$ cat src/rtl/flash_pkg.sv
// Shared constants and FSM state encoding for the SPI NOR flash read arbiter.
package flash_pkg;

  localparam int FLASH_ADDR_W = 24;

  localparam logic [7:0] FLASH_OP_READ      = 8'h03;
  localparam logic [7:0] FLASH_OP_FAST_READ = 8'h0B;

  typedef enum logic [2:0] {
    ST_IDLE  = 3'd0,
    ST_CMD   = 3'd1,
    ST_ADDR  = 3'd2,
    ST_DUMMY = 3'd3,
    ST_DATA  = 3'd4,
    ST_GAP   = 3'd5
  } flash_state_e;

endpackage

$ cat src/rtl/spi_bit_engine.sv
// SPI mode-0 bit engine: divides clk into SCK, shifts MOSI out on falling
// edges and MISO in on rising edges. rise/fall are high in the clk cycle
// whose closing edge moves sck up/down, so the FSM can count bits on them.
module spi_bit_engine #(
  parameter int CLK_DIV = 2,
  parameter int SH_W    = 32
) (
  input  logic            clk,
  input  logic            reset,
  input  logic            en,
  input  logic            load,
  input  logic [SH_W-1:0] load_data,
  input  logic            sdi,
  output logic            sck,
  output logic            rise,
  output logic            fall,
  output logic            sdo_bit,
  output logic [7:0]      rx_next
);

  localparam int DIV_W = (CLK_DIV > 1) ? $clog2(CLK_DIV) : 1;
  localparam logic [DIV_W-1:0] DIV_LAST = DIV_W'(CLK_DIV - 1);

  logic [DIV_W-1:0] div_q, div_d;
  logic             sck_q, sck_d;
  logic [SH_W-1:0]  tx_q, tx_d;
  logic [7:0]       rx_q, rx_d;
  logic             tick;

  // Half-period divider, SCK toggle and the two shift registers.
  always_comb begin
    tick  = en && (div_q == DIV_LAST);
    rise  = tick && !sck_q;
    fall  = tick && sck_q;
    div_d = div_q;
    sck_d = sck_q;
    tx_d  = tx_q;
    rx_d  = rx_q;
    if (!en) begin
      div_d = '0;
      sck_d = 1'b0;
    end else if (tick) begin
      div_d = '0;
      sck_d = !sck_q;
    end else begin
      div_d = div_q + DIV_W'(1);
    end
    if (load) begin
      tx_d = load_data;
    end else if (fall) begin
      tx_d = {tx_q[SH_W-2:0], 1'b0};
    end
    if (rise) begin
      rx_d = {rx_q[6:0], sdi};
    end
  end

  // Engine registers; SCK parks low in reset.
  always_ff @(posedge clk) begin
    if (reset) begin
      div_q <= '0;
      sck_q <= 1'b0;
      tx_q  <= '0;
      rx_q  <= '0;
    end else begin
      div_q <= div_d;
      sck_q <= sck_d;
      tx_q  <= tx_d;
      rx_q  <= rx_d;
    end
  end

  assign sck     = sck_q;
  assign sdo_bit = tx_q[SH_W-1];
  assign rx_next = {rx_q[6:0], sdi};

endmodule

$ cat src/rtl/flash_read_arbiter.sv
// Round-robin two-port read arbiter and sequencer for a single SPI NOR flash.
// Define FLASH_FAST_READ_EN to use opcode 0x0B with 8 dummy SCK cycles.
//
// Request handshake: reqN is held high until ackN; ackN is a one-cycle pulse
// on the cycle the request is latched (addrN/lenN captured at that edge).
// Read bytes return as one-cycle rvalidN pulses with rdata; doneN rides on
// the last rvalidN. There is no back-pressure on the return path.
import flash_pkg::*;

module flash_read_arbiter #(
  parameter int CLK_DIV = 2,
  parameter int LEN_W   = 8,
  parameter int CS_GAP  = 4
) (
  input  logic             clk,
  input  logic             reset,
  input  logic             req0,
  input  logic             req1,
  input  logic [23:0]      addr0,
  input  logic [23:0]      addr1,
  input  logic [LEN_W-1:0] len0,
  input  logic [LEN_W-1:0] len1,
  output logic             ack0,
  output logic             ack1,
  output logic [7:0]       rdata,
  output logic             rvalid0,
  output logic             rvalid1,
  output logic             done0,
  output logic             done1,
  output logic             busy,
  output logic             cs_n,
  output logic             sck,
  output logic             sdo,
  input  logic             sdi,
  output logic             wp_n,
  output logic             hld_n,
  output logic [2:0]       dbg_state
);

`ifdef FLASH_FAST_READ_EN
  localparam logic [7:0] OPCODE = FLASH_OP_FAST_READ;
  localparam bit         FAST   = 1'b1;
`else
  localparam logic [7:0] OPCODE = FLASH_OP_READ;
  localparam bit         FAST   = 1'b0;
`endif

  localparam int SH_W  = 8 + FLASH_ADDR_W;
  // GAP state lasts CS_GAP-1 cycles; the IDLE cycle makes up the rest.
  localparam int GAP_W = (CS_GAP > 2) ? $clog2(CS_GAP) : 1;
  localparam logic [GAP_W-1:0] GAP_LAST = (CS_GAP >= 2) ? GAP_W'(CS_GAP - 2) : '0;

  flash_state_e     state_q, state_d;
  logic [4:0]       bit_q, bit_d;
  logic [LEN_W-1:0] cnt_q, cnt_d;
  logic [LEN_W-1:0] len_q, len_d;
  logic [GAP_W-1:0] gap_q, gap_d;
  logic             gnt_q, gnt_d;
  logic             prio_q, prio_d;
  logic             last_q, last_d;
  logic             cs_n_q, cs_n_d;
  logic             ack0_q, ack0_d, ack1_q, ack1_d;
  logic             rvalid_q, rvalid_d;
  logic             done_q, done_d;
  logic [7:0]       rdata_q, rdata_d;

  logic             eng_en, eng_load, eng_rise, eng_fall, eng_sdo;
  logic [SH_W-1:0]  eng_load_data;
  logic [7:0]       eng_rx_next;
  logic             sel1;

  assign eng_en = (state_q == ST_CMD) || (state_q == ST_ADDR) ||
                  (state_q == ST_DUMMY) || (state_q == ST_DATA);

  spi_bit_engine #(.CLK_DIV(CLK_DIV), .SH_W(SH_W)) u_engine (
    .clk       (clk),
    .reset     (reset),
    .en        (eng_en),
    .load      (eng_load),
    .load_data (eng_load_data),
    .sdi       (sdi),
    .sck       (sck),
    .rise      (eng_rise),
    .fall      (eng_fall),
    .sdo_bit   (eng_sdo),
    .rx_next   (eng_rx_next)
  );

  // Next-state logic: arbitration, bit/byte counting and output pulses.
  always_comb begin
    state_d       = state_q;
    bit_d         = bit_q;
    cnt_d         = cnt_q;
    len_d         = len_q;
    gap_d         = gap_q;
    gnt_d         = gnt_q;
    prio_d        = prio_q;
    last_d        = last_q;
    cs_n_d        = cs_n_q;
    ack0_d        = 1'b0;
    ack1_d        = 1'b0;
    rvalid_d      = 1'b0;
    done_d        = 1'b0;
    rdata_d       = rdata_q;
    eng_load      = 1'b0;
    eng_load_data = {OPCODE, addr0};
    // prio_q=1 favours port 1; otherwise port 1 only wins if port 0 is idle.
    sel1          = prio_q ? req1 : !req0;
    case (state_q)
      ST_IDLE: begin
        if (req0 || req1) begin
          gnt_d         = sel1;
          prio_d        = !sel1;
          ack0_d        = !sel1;
          ack1_d        = sel1;
          len_d         = sel1 ? len1 : len0;
          eng_load      = 1'b1;
          eng_load_data = {OPCODE, (sel1 ? addr1 : addr0)};
          cs_n_d        = 1'b0;
          bit_d         = '0;
          cnt_d         = '0;
          last_d        = 1'b0;
          state_d       = ST_CMD;
        end
      end
      ST_CMD, ST_ADDR: begin
        if (eng_fall) begin
          bit_d = bit_q + 5'd1;
          if (bit_q == 5'd7) state_d = ST_ADDR;
          if (bit_q == 5'd31) begin
            bit_d   = '0;
            state_d = FAST ? ST_DUMMY : ST_DATA;
          end
        end
      end
      ST_DUMMY: begin
        if (eng_fall) begin
          bit_d = bit_q + 5'd1;
          if (bit_q == 5'd7) begin
            bit_d   = '0;
            state_d = ST_DATA;
          end
        end
      end
      ST_DATA: begin
        if (eng_rise) begin
          bit_d = bit_q + 5'd1;
          if (bit_q == 5'd7) begin
            bit_d    = '0;
            rdata_d  = eng_rx_next;
            rvalid_d = 1'b1;
            cnt_d    = cnt_q + LEN_W'(1);
            // len 0 compares against all-ones, giving 2^LEN_W bytes.
            if (cnt_q == len_q - LEN_W'(1)) begin
              done_d = 1'b1;
              last_d = 1'b1;
            end
          end
        end
        if (eng_fall && last_q) begin
          cs_n_d  = 1'b1;
          gap_d   = '0;
          state_d = ST_GAP;
        end
      end
      ST_GAP: begin
        if (gap_q == GAP_LAST) state_d = ST_IDLE;
        else gap_d = gap_q + GAP_W'(1);
      end
      default: state_d = ST_IDLE;
    endcase
  end

  // State and output registers; reset aborts any transaction without done.
  always_ff @(posedge clk) begin
    if (reset) begin
      state_q  <= ST_IDLE;
      bit_q    <= '0;
      cnt_q    <= '0;
      len_q    <= '0;
      gap_q    <= '0;
      gnt_q    <= 1'b0;
      prio_q   <= 1'b0;
      last_q   <= 1'b0;
      cs_n_q   <= 1'b1;
      ack0_q   <= 1'b0;
      ack1_q   <= 1'b0;
      rvalid_q <= 1'b0;
      done_q   <= 1'b0;
      rdata_q  <= '0;
    end else begin
      state_q  <= state_d;
      bit_q    <= bit_d;
      cnt_q    <= cnt_d;
      len_q    <= len_d;
      gap_q    <= gap_d;
      gnt_q    <= gnt_d;
      prio_q   <= prio_d;
      last_q   <= last_d;
      cs_n_q   <= cs_n_d;
      ack0_q   <= ack0_d;
      ack1_q   <= ack1_d;
      rvalid_q <= rvalid_d;
      done_q   <= done_d;
      rdata_q  <= rdata_d;
    end
  end

  assign ack0      = ack0_q;
  assign ack1      = ack1_q;
  assign rdata     = rdata_q;
  assign rvalid0   = rvalid_q && !gnt_q;
  assign rvalid1   = rvalid_q && gnt_q;
  assign done0     = done_q && !gnt_q;
  assign done1     = done_q && gnt_q;
  assign busy      = (state_q != ST_IDLE);
  assign cs_n      = cs_n_q;
  assign sdo       = eng_sdo && ((state_q == ST_CMD) || (state_q == ST_ADDR));
  assign wp_n      = 1'b1;
  assign hld_n     = 1'b1;
  assign dbg_state = state_q;

endmodule

$ cat config.mk
export PLATFORM = sky130hd
export DESIGN_NAME = flash_read_arbiter
export DESIGN_NICKNAME = d
export VERILOG_FILES = /design/src/rtl/flash_pkg.sv /design/src/rtl/spi_bit_engine.sv /design/src/rtl/flash_read_arbiter.sv
export SDC_FILE = /design/constraint.sdc
export NUM_CORES = 1
export LEC_CHECK = 0
export ABC_AREA = 1
export BUFFER_PORTS_ARGS = -buffer_cell sky130_fd_sc_hd__buf_2
export CAP_MARGIN = 20
export CORE_UTILIZATION = 45
export DETAILED_ROUTE_END_ITERATION = 7
export MAX_ROUTING_LAYER = met4
export PLACE_DENSITY = 0.71
export SYNTH_ARGS = -nofsm -noshare
export SYNTH_HDL_FRONTEND = slang
export SYNTH_SLANG_ARGS = --single-unit
$ cat constraint.sdc
create_clock -name clk -period 1.6 [get_ports clk]
set_clock_uncertainty 0.15 [all_clocks]
set_input_delay 0.32 -clock clk [delete_from_list [all_inputs] [get_ports clk]]
set_output_delay 0.32 -clock clk [all_outputs]
set_load 0.1 [all_outputs]
Yosys cells after proc, flatten, opt, wreduce, memory -nomap -nowiden
Index checks and enable logic that the tools add are counted.
Widths: inputs -> output; s select.
{ "word_totals": {"register_bits": 83, "input_bits": 69, "latch_bits": 0, "ramBits": 0, "romBits": 0, "word_cells": 127, "out_inout_bits": 23, "memories": 0} }
{ "classes": {"n_div": 0, "eq_ne": 20, "n_reduce_logical": 37, "n_shift": 0, "addsub": 5, "bitwise_logic": 6, "order_cmp": 0, "muxes": 41, "multipliers": 0} }
{ "ops": {"columns": ["cell", "n"], "rows": [
  ["$mux 24", 3],
  ["$mux 32", 2],
  ["$mux 8", 4],
  ["$mux 5", 6],
  ["$mux 3", 8],
  ["$pmux 5 s4", 1],
  ["$pmux 8 s2", 1],
  ["$pmux 3 s5", 1],
  ["$ne 2x2->1 const B", 6],
  ["$mux 1", 10],
  ["$reduce_and 5->1", 2],
  ["$logic_and 1x1->1", 9],
  ["$reduce_and 3->1", 3],
  ["$reduce_or 3->1", 3],
  ["$add 8x1->8 const B", 1],
  ["$eq 8x8->1", 1],
  ["$ne 2x1->1 const B", 4],
  ["$sub 8x1->8 const B", 1],
  ["$reduce_and 7->1", 1],
  ["$eq 3x2->1 const B", 2],
  ["$eq 3x3->1 const B", 2],
  ["$not 1->1", 6],
  ["$reduce_bool 2->1", 3],
  ["$add 5x1->5 const B", 1],
  ["other kinds (19)", 28]
]} }

Depth between registers and ports, before layout
{ "logic_depth": {"depth_word": 9, "depth_mapped": 13, "mapped_depth_nobuf": 13} }

Hierarchy
A second synthesis with hierarchy kept.
{ "hier_totals": {"cells_unflattened": 703, "hier_area_um2": 4647.0} }
{ "by_module_without_submodules": {"columns": ["module", "instances", "cells_per_inst", "seq_area_each_um2", "area_per_inst_um2"], "rows": [
  ["flash_read_arbiter", 1, 419, 840.8, 2621.3],
  ["spi_bit_engine", 1, 284, 820.8, 2025.7]
]} }

Least setup slack after synthesis
Ideal clock, no wire load.
{ "synth_timing": {"kind": "register to output", "start": "register state_q[1], in the netlist dbg_state[1]", "end": "output sdo", "slack_ns": -1.703, "t_arrival_ns": 2.833, "path_stages_with_launch": 5, "t_required_ns": 1.130, "n_path_buf": 0, "path_cell_list": "dfxtp_1 -> nor2_4 -> nor2_1 -> o21ai_0 -> nor2_1"} }
{ "synth_between": {"elab_chain_cells": 3, "elab_cells_between_ends": 4, "classes_between": "eq/ne (2); reduce/logical (2)"} }
{ "synth_lines": {"columns": ["item", "line_no", "source"], "rows": [
  ["from (decl)", "flash_read_arbiter.sv:53", "flash_state_e state_q, state_d;"],
  ["from (signal assigned)", "flash_read_arbiter.sv:192", "state_q <= state_d;"],
  ["$eq 3x1->1 / $eq 3x2->1 (equally long branches)", "flash_read_arbiter.sv:218", "assign sdo = eng_sdo && ((state_q == ST_CMD) || (state_q == ST_ADDR));"],
  ["$logic_or 1x1->1 (*)", "flash_read_arbiter.sv:218", null],
  ["$logic_and 1x1->1 (*)", "flash_read_arbiter.sv:218", null],
  ["to (decl)", "flash_read_arbiter.sv:33", "output logic sdo,"]
]} }
Mark *: on every way between the ends. The rest lies on a longest branch, timed or not.

Worst setup path in the final report
{ "layout_timing": {"start": "register state_q[1], in the netlist dbg_state[1]", "end": "register u_engine.tx_q[7]"} }
{ "layout_between": {"elab_chain_cells": 7, "elab_cells_between_ends": 14, "classes_between": "eq/ne (4); mux (3); reduce/logical (7)"} }
{ "layout_lines": {"columns": ["item", "line_no", "source"], "rows": [
  ["$eq 3x1->1 / $eq 3x2->1 (equally long branches)", "flash_read_arbiter.sv:72", "assign eng_en = (state_q == ST_CMD) || (state_q == ST_ADDR) ||"],
  ["$logic_or 1x1->1 (2 in a row)", "flash_read_arbiter.sv:72", null],
  ["$logic_or 1x1->1", "flash_read_arbiter.sv:73", "(state_q == ST_DUMMY) || (state_q == ST_DATA);"],
  ["$logic_and 1x1->1", "spi_bit_engine.sv:32", "tick = en && (div_q == DIV_LAST);"],
  ["$logic_and 1x1->1", "spi_bit_engine.sv:34", "fall = tick && sck_q;"],
  ["$reduce_bool 2->1 (no line)", null, null],
  ["to (signal assigned)", "spi_bit_engine.sv:68", "tx_q <= tx_d;"],
  ["to (decl)", "spi_bit_engine.sv:26", "logic [SH_W-1:0] tx_q, tx_d;"]
]} }
Several ways; a longest one is shown, not always the timed one.
A chain may end at the register's enable or synchronous reset.

==> run_results.csv <==
group,metric,value,unit
synth,synth.avg_cell_area,6.970,um2
critical_path,cp_slowest_cell,"dfxtp_4",
sta,hold_viol,0,
sta,setup_tns,-22.17,ns
critical_path,endpoint_kind,"register",
place,placed_cells,824,
sta,relSlewSlack,0.5653,
routing,viasPerCell,6.094,
global_route,grt_first_pass_wirelength,24160,um
place,dp_hpwl,7756,um
routing,routed_wl,19230,um
synth,synthCells,596,
cells_and_area,final_area,0.007208,mm2
sta,rsz0062_at_grt,"yes",
synth,ys_ff_latch,83,
global_route,grt_antenna_before_repair,0,
sta,worst_pin_slew,0.6497,ns
critical_path,worstSetupPathType,"register to register",
synth,yosys_warnings,0,
run_status,violations,"DRC, setup timing",
clock_tree,cts_buffer_depth,2,
sta,hold_ws,0.03581,ns
synth,synth_cell_types,39,
clock_tree,numCtsBuffers,9,
sta,fin_crit_sh,1.237,
clock_tree,hold_buffers,0,
critical_path,max_stage_delay,0.37,ns
die,dieWidth,98.08,um
synth,seq_area_frac_synth,0.4000,
pwr,p_per_area,2008,mW/mm2
cells_and_area,diodes,0,
clock_tree,htreeDepth,3,
clock_tree,cts_tree,"built",
hold_path,hold_class,"primary input to register",
routing,wl_per_cell,21.46,um
cells_and_area,final_cell_count_no_fill,896,
clock_tree,ctsRootBufferMaster,"clkbuf_8",
die,rows,34,
die,start_util,0.4695,
cells_and_area,most-common-layout-cells,"nand2_1, dfxtp_1, buf_2",
critical_path,crit_path_max_fanout,5,
critical_path,crit_chain,"nor2_4 -> buf_12 -> nand2_8 -> nor2_4 -> inv_4 -> nor2_4 -> buf_12 -> buf_12 -> o21ai_1 -> a31oi_1",
clock_tree,clkLatencyLatePin,0.39,ns
place,routabilityCongestion,0.8706,
sta,slew_viol_final,0,
cells_and_area,layout_commonest_cell,"nand2_1",
routing,final_antenna_net_count,0,
die,fp.dieArea,0.009620,mm2
cells_and_area,fin_nets,857,
routing,first_pass_iters,8,
pwr,combPwrFrac,0.657,
pwr,p_seq_frac,0.218,
pwr,switchingPower,6.519,mW
cells_and_area,layout-drive-gt1-share,0.5216,
synth,netlist_area,0.004154,mm2
die,num_io_pins,92,
critical_path,worstPathRequired,1.76,ns
critical_path,worst_setup_path_start_kind,"register",
place,postPlaceCellArea,0.005371,mm2
die,core,0.008848,mm2
clock_tree,path_clk_slew,0.10,ns
global_route,grt_pass1_vias,5021,
sta,timing.fmax,505.3,MHz
die,die_y,98.08,um
pwr,p_leak,3.323,nW
clock_tree,cts.sinks,83,
critical_path,arrival,2.14,ns
routing,drc,2,
sta,worst_slack,-0.3791,ns
sta,period_needed,1.979,ns
pwr,internal-power,7.958,mW
critical_path,crit_buf_inv,4,
sta,setup_viol,88,
pwr,p_clk_frac,0.125,
routing,via_count,5460,
cells_and_area,area_delta_synth_final,73.52,%
run_status,status,"finished with violations",
pwr,vdd_drop_max,1.060,mV
routing,drtIter0Drc,421,
global_route,grt-ovfl-total,0,
pwr,switching_share,0.4503,
global_route,track_usage,0.3301,
critical_path,critPathTopFamily,"simple AND/OR/NAND/NOR gates",
global_route,grt_max_degree,27,
job,cap_viol_max_count,0,
place,io_buffers,89,
[final timing paths]
kind,slack (ns),cells past startpoint,startpoint,endpoint
setup / recovery,-0.38,10,dbg_state[1]$_SDFFE_PP0P_,u_engine.tx_q[7]$_SDFFE_PP0P_
hold / removal,0.04,3,len1[4],len_q[4]$_SDFFE_PP0P_
setup reg to reg,-0.38,10,dbg_state[1]$_SDFFE_PP0P_,u_engine.tx_q[7]$_SDFFE_PP0P_
hold reg to reg,0.32,2,rdata[2]$_SDFFE_PP0P_,rdata[2]$_SDFFE_PP0P_
[worst register-to-register path, delay by kind of cell, from the launching register on]
| family | cells | cell delay, ns |
|---|---|---|
| buf+inv | 4 | 0.50 |
| simple gates | 4 | 0.58 |
| compound gates | 2 | 0.28 |
| flops | 1 | 0.37 |
[Yosys cell counts (all sizes together)]
| library cell | n | area (um2) |
|---|---|---|
| a211oi | 2 | 15.01 |
| a21boi | 2 | 15.01 |
| a21oi | 22 | 121.4 |
| a22oi | 1 | 7.510 |
| a31oi | 17 | 106.4 |
| buf | 16 | 100.1 |
| clkbuf | 11 | 41.29 |
| conb | 1 | 3.750 |
| dfxtp | 83 | 1662 |
| ha | 5 | 62.56 |
| inv | 54 | 205.2 |
| nand2 | 179 | 689.4 |
| nand3 | 30 | 155.1 |
| nand4 | 20 | 125.1 |
| nor2 | 82 | 347.8 |
| nor3 | 7 | 40.04 |
| nor3b | 1 | 7.510 |
| o211a | 15 | 150.1 |
| o211ai | 1 | 7.510 |
| o21ai | 36 | 191.4 |
| o22ai | 1 | 6.260 |
| or2 | 3 | 18.77 |
| xnor2 | 2 | 17.52 |
| xnor3 | 1 | 22.52 |
| xor2 | 4 | 35.03 |
[routing by layer]
| layer | vias to the layer above | GRT usage | share of wire |
|---|---|---|---|
| met5 | - | - | 0 |
| met2 | 450 | 0.5439 | 0.46 |
| li1 | 2316 | - | - |
| met4 | 0 | 0.1993 | 0.086 |
| met1 | 2519 | 0.3664 | 0.35 |
| met3 | 175 | 0.06943 | 0.10 |
[flip-flops by register name, indices dropped and copies added (netlist names), 2 cells and up]
register / count
gap_q: 2
len_q: 8
u_engine.tx_q: 32
cnt_q: 8
dbg_state: 3
u_engine.rx_q: 7
rdata: 8
bit_q: 5
[area by class of cell]
cell class	count	area, um2
clock buffer	11	141.4
sequential	83	1684
timing repair buffer	202	2018
fill	434	1640
tap	108	135.1
inverter	54	255.2
clock inverter	5	86.33
multi-input combinational	433	2888
[metrics by stage]
| stage | total power, mW | setup slack, ns | util |
|---|---|---|---|
| 2_1_floorplan | 6.461 | -0.3505 | - |
| 3_3_place_gp | 8.019 | -0.1512 | 0.6070 |
| 3_5_place_dp | 8.141 | -0.1991 | 0.6070 |
| 4_1_cts | 12.45 | -0.3068 | 0.7493 |
| 5_1_grt | 14.89 | -0.4404 | 0.8146 |
| 6_report | 14.48 | -0.3791 | 0.8146 |
[repair_timing]
item | in CTS | in global routing
cloned | 9 | 4
pin swaps | 52 | 62
setup endpoints to repair | 78 | 93
resized for setup | 139 | 167
setup buffers | 39 | 20
[power by group through the flow]
| stage | clock network, mW | registers [mW] | logic [mW] |
|---|---|---|---|
| 4_1_cts | 1.74 | 3.00 | 7.71 |
| 6_report | 1.82 | 3.15 | 9.51 |
| 3_5_place_dp | 0 | 3.02 | 5.12 |
| 3_3_place_gp | 0 | 3.00 | 5.02 |
| 5_1_grt | 1.88 | 3.17 | 9.83 |
| 2_1_floorplan | 0 | 3.35 | 3.11 |
[cell families after synthesis]
kind of cell	synth area share
compound gates	0.1494
simple gates	0.3331
other cells	0.0009027
flops	0.4000
fa+ha+maj	0.01506
xor+xnor	0.01807
buf+inv	0.08343
Note: power is estimated with default switching activity, not from simulation.
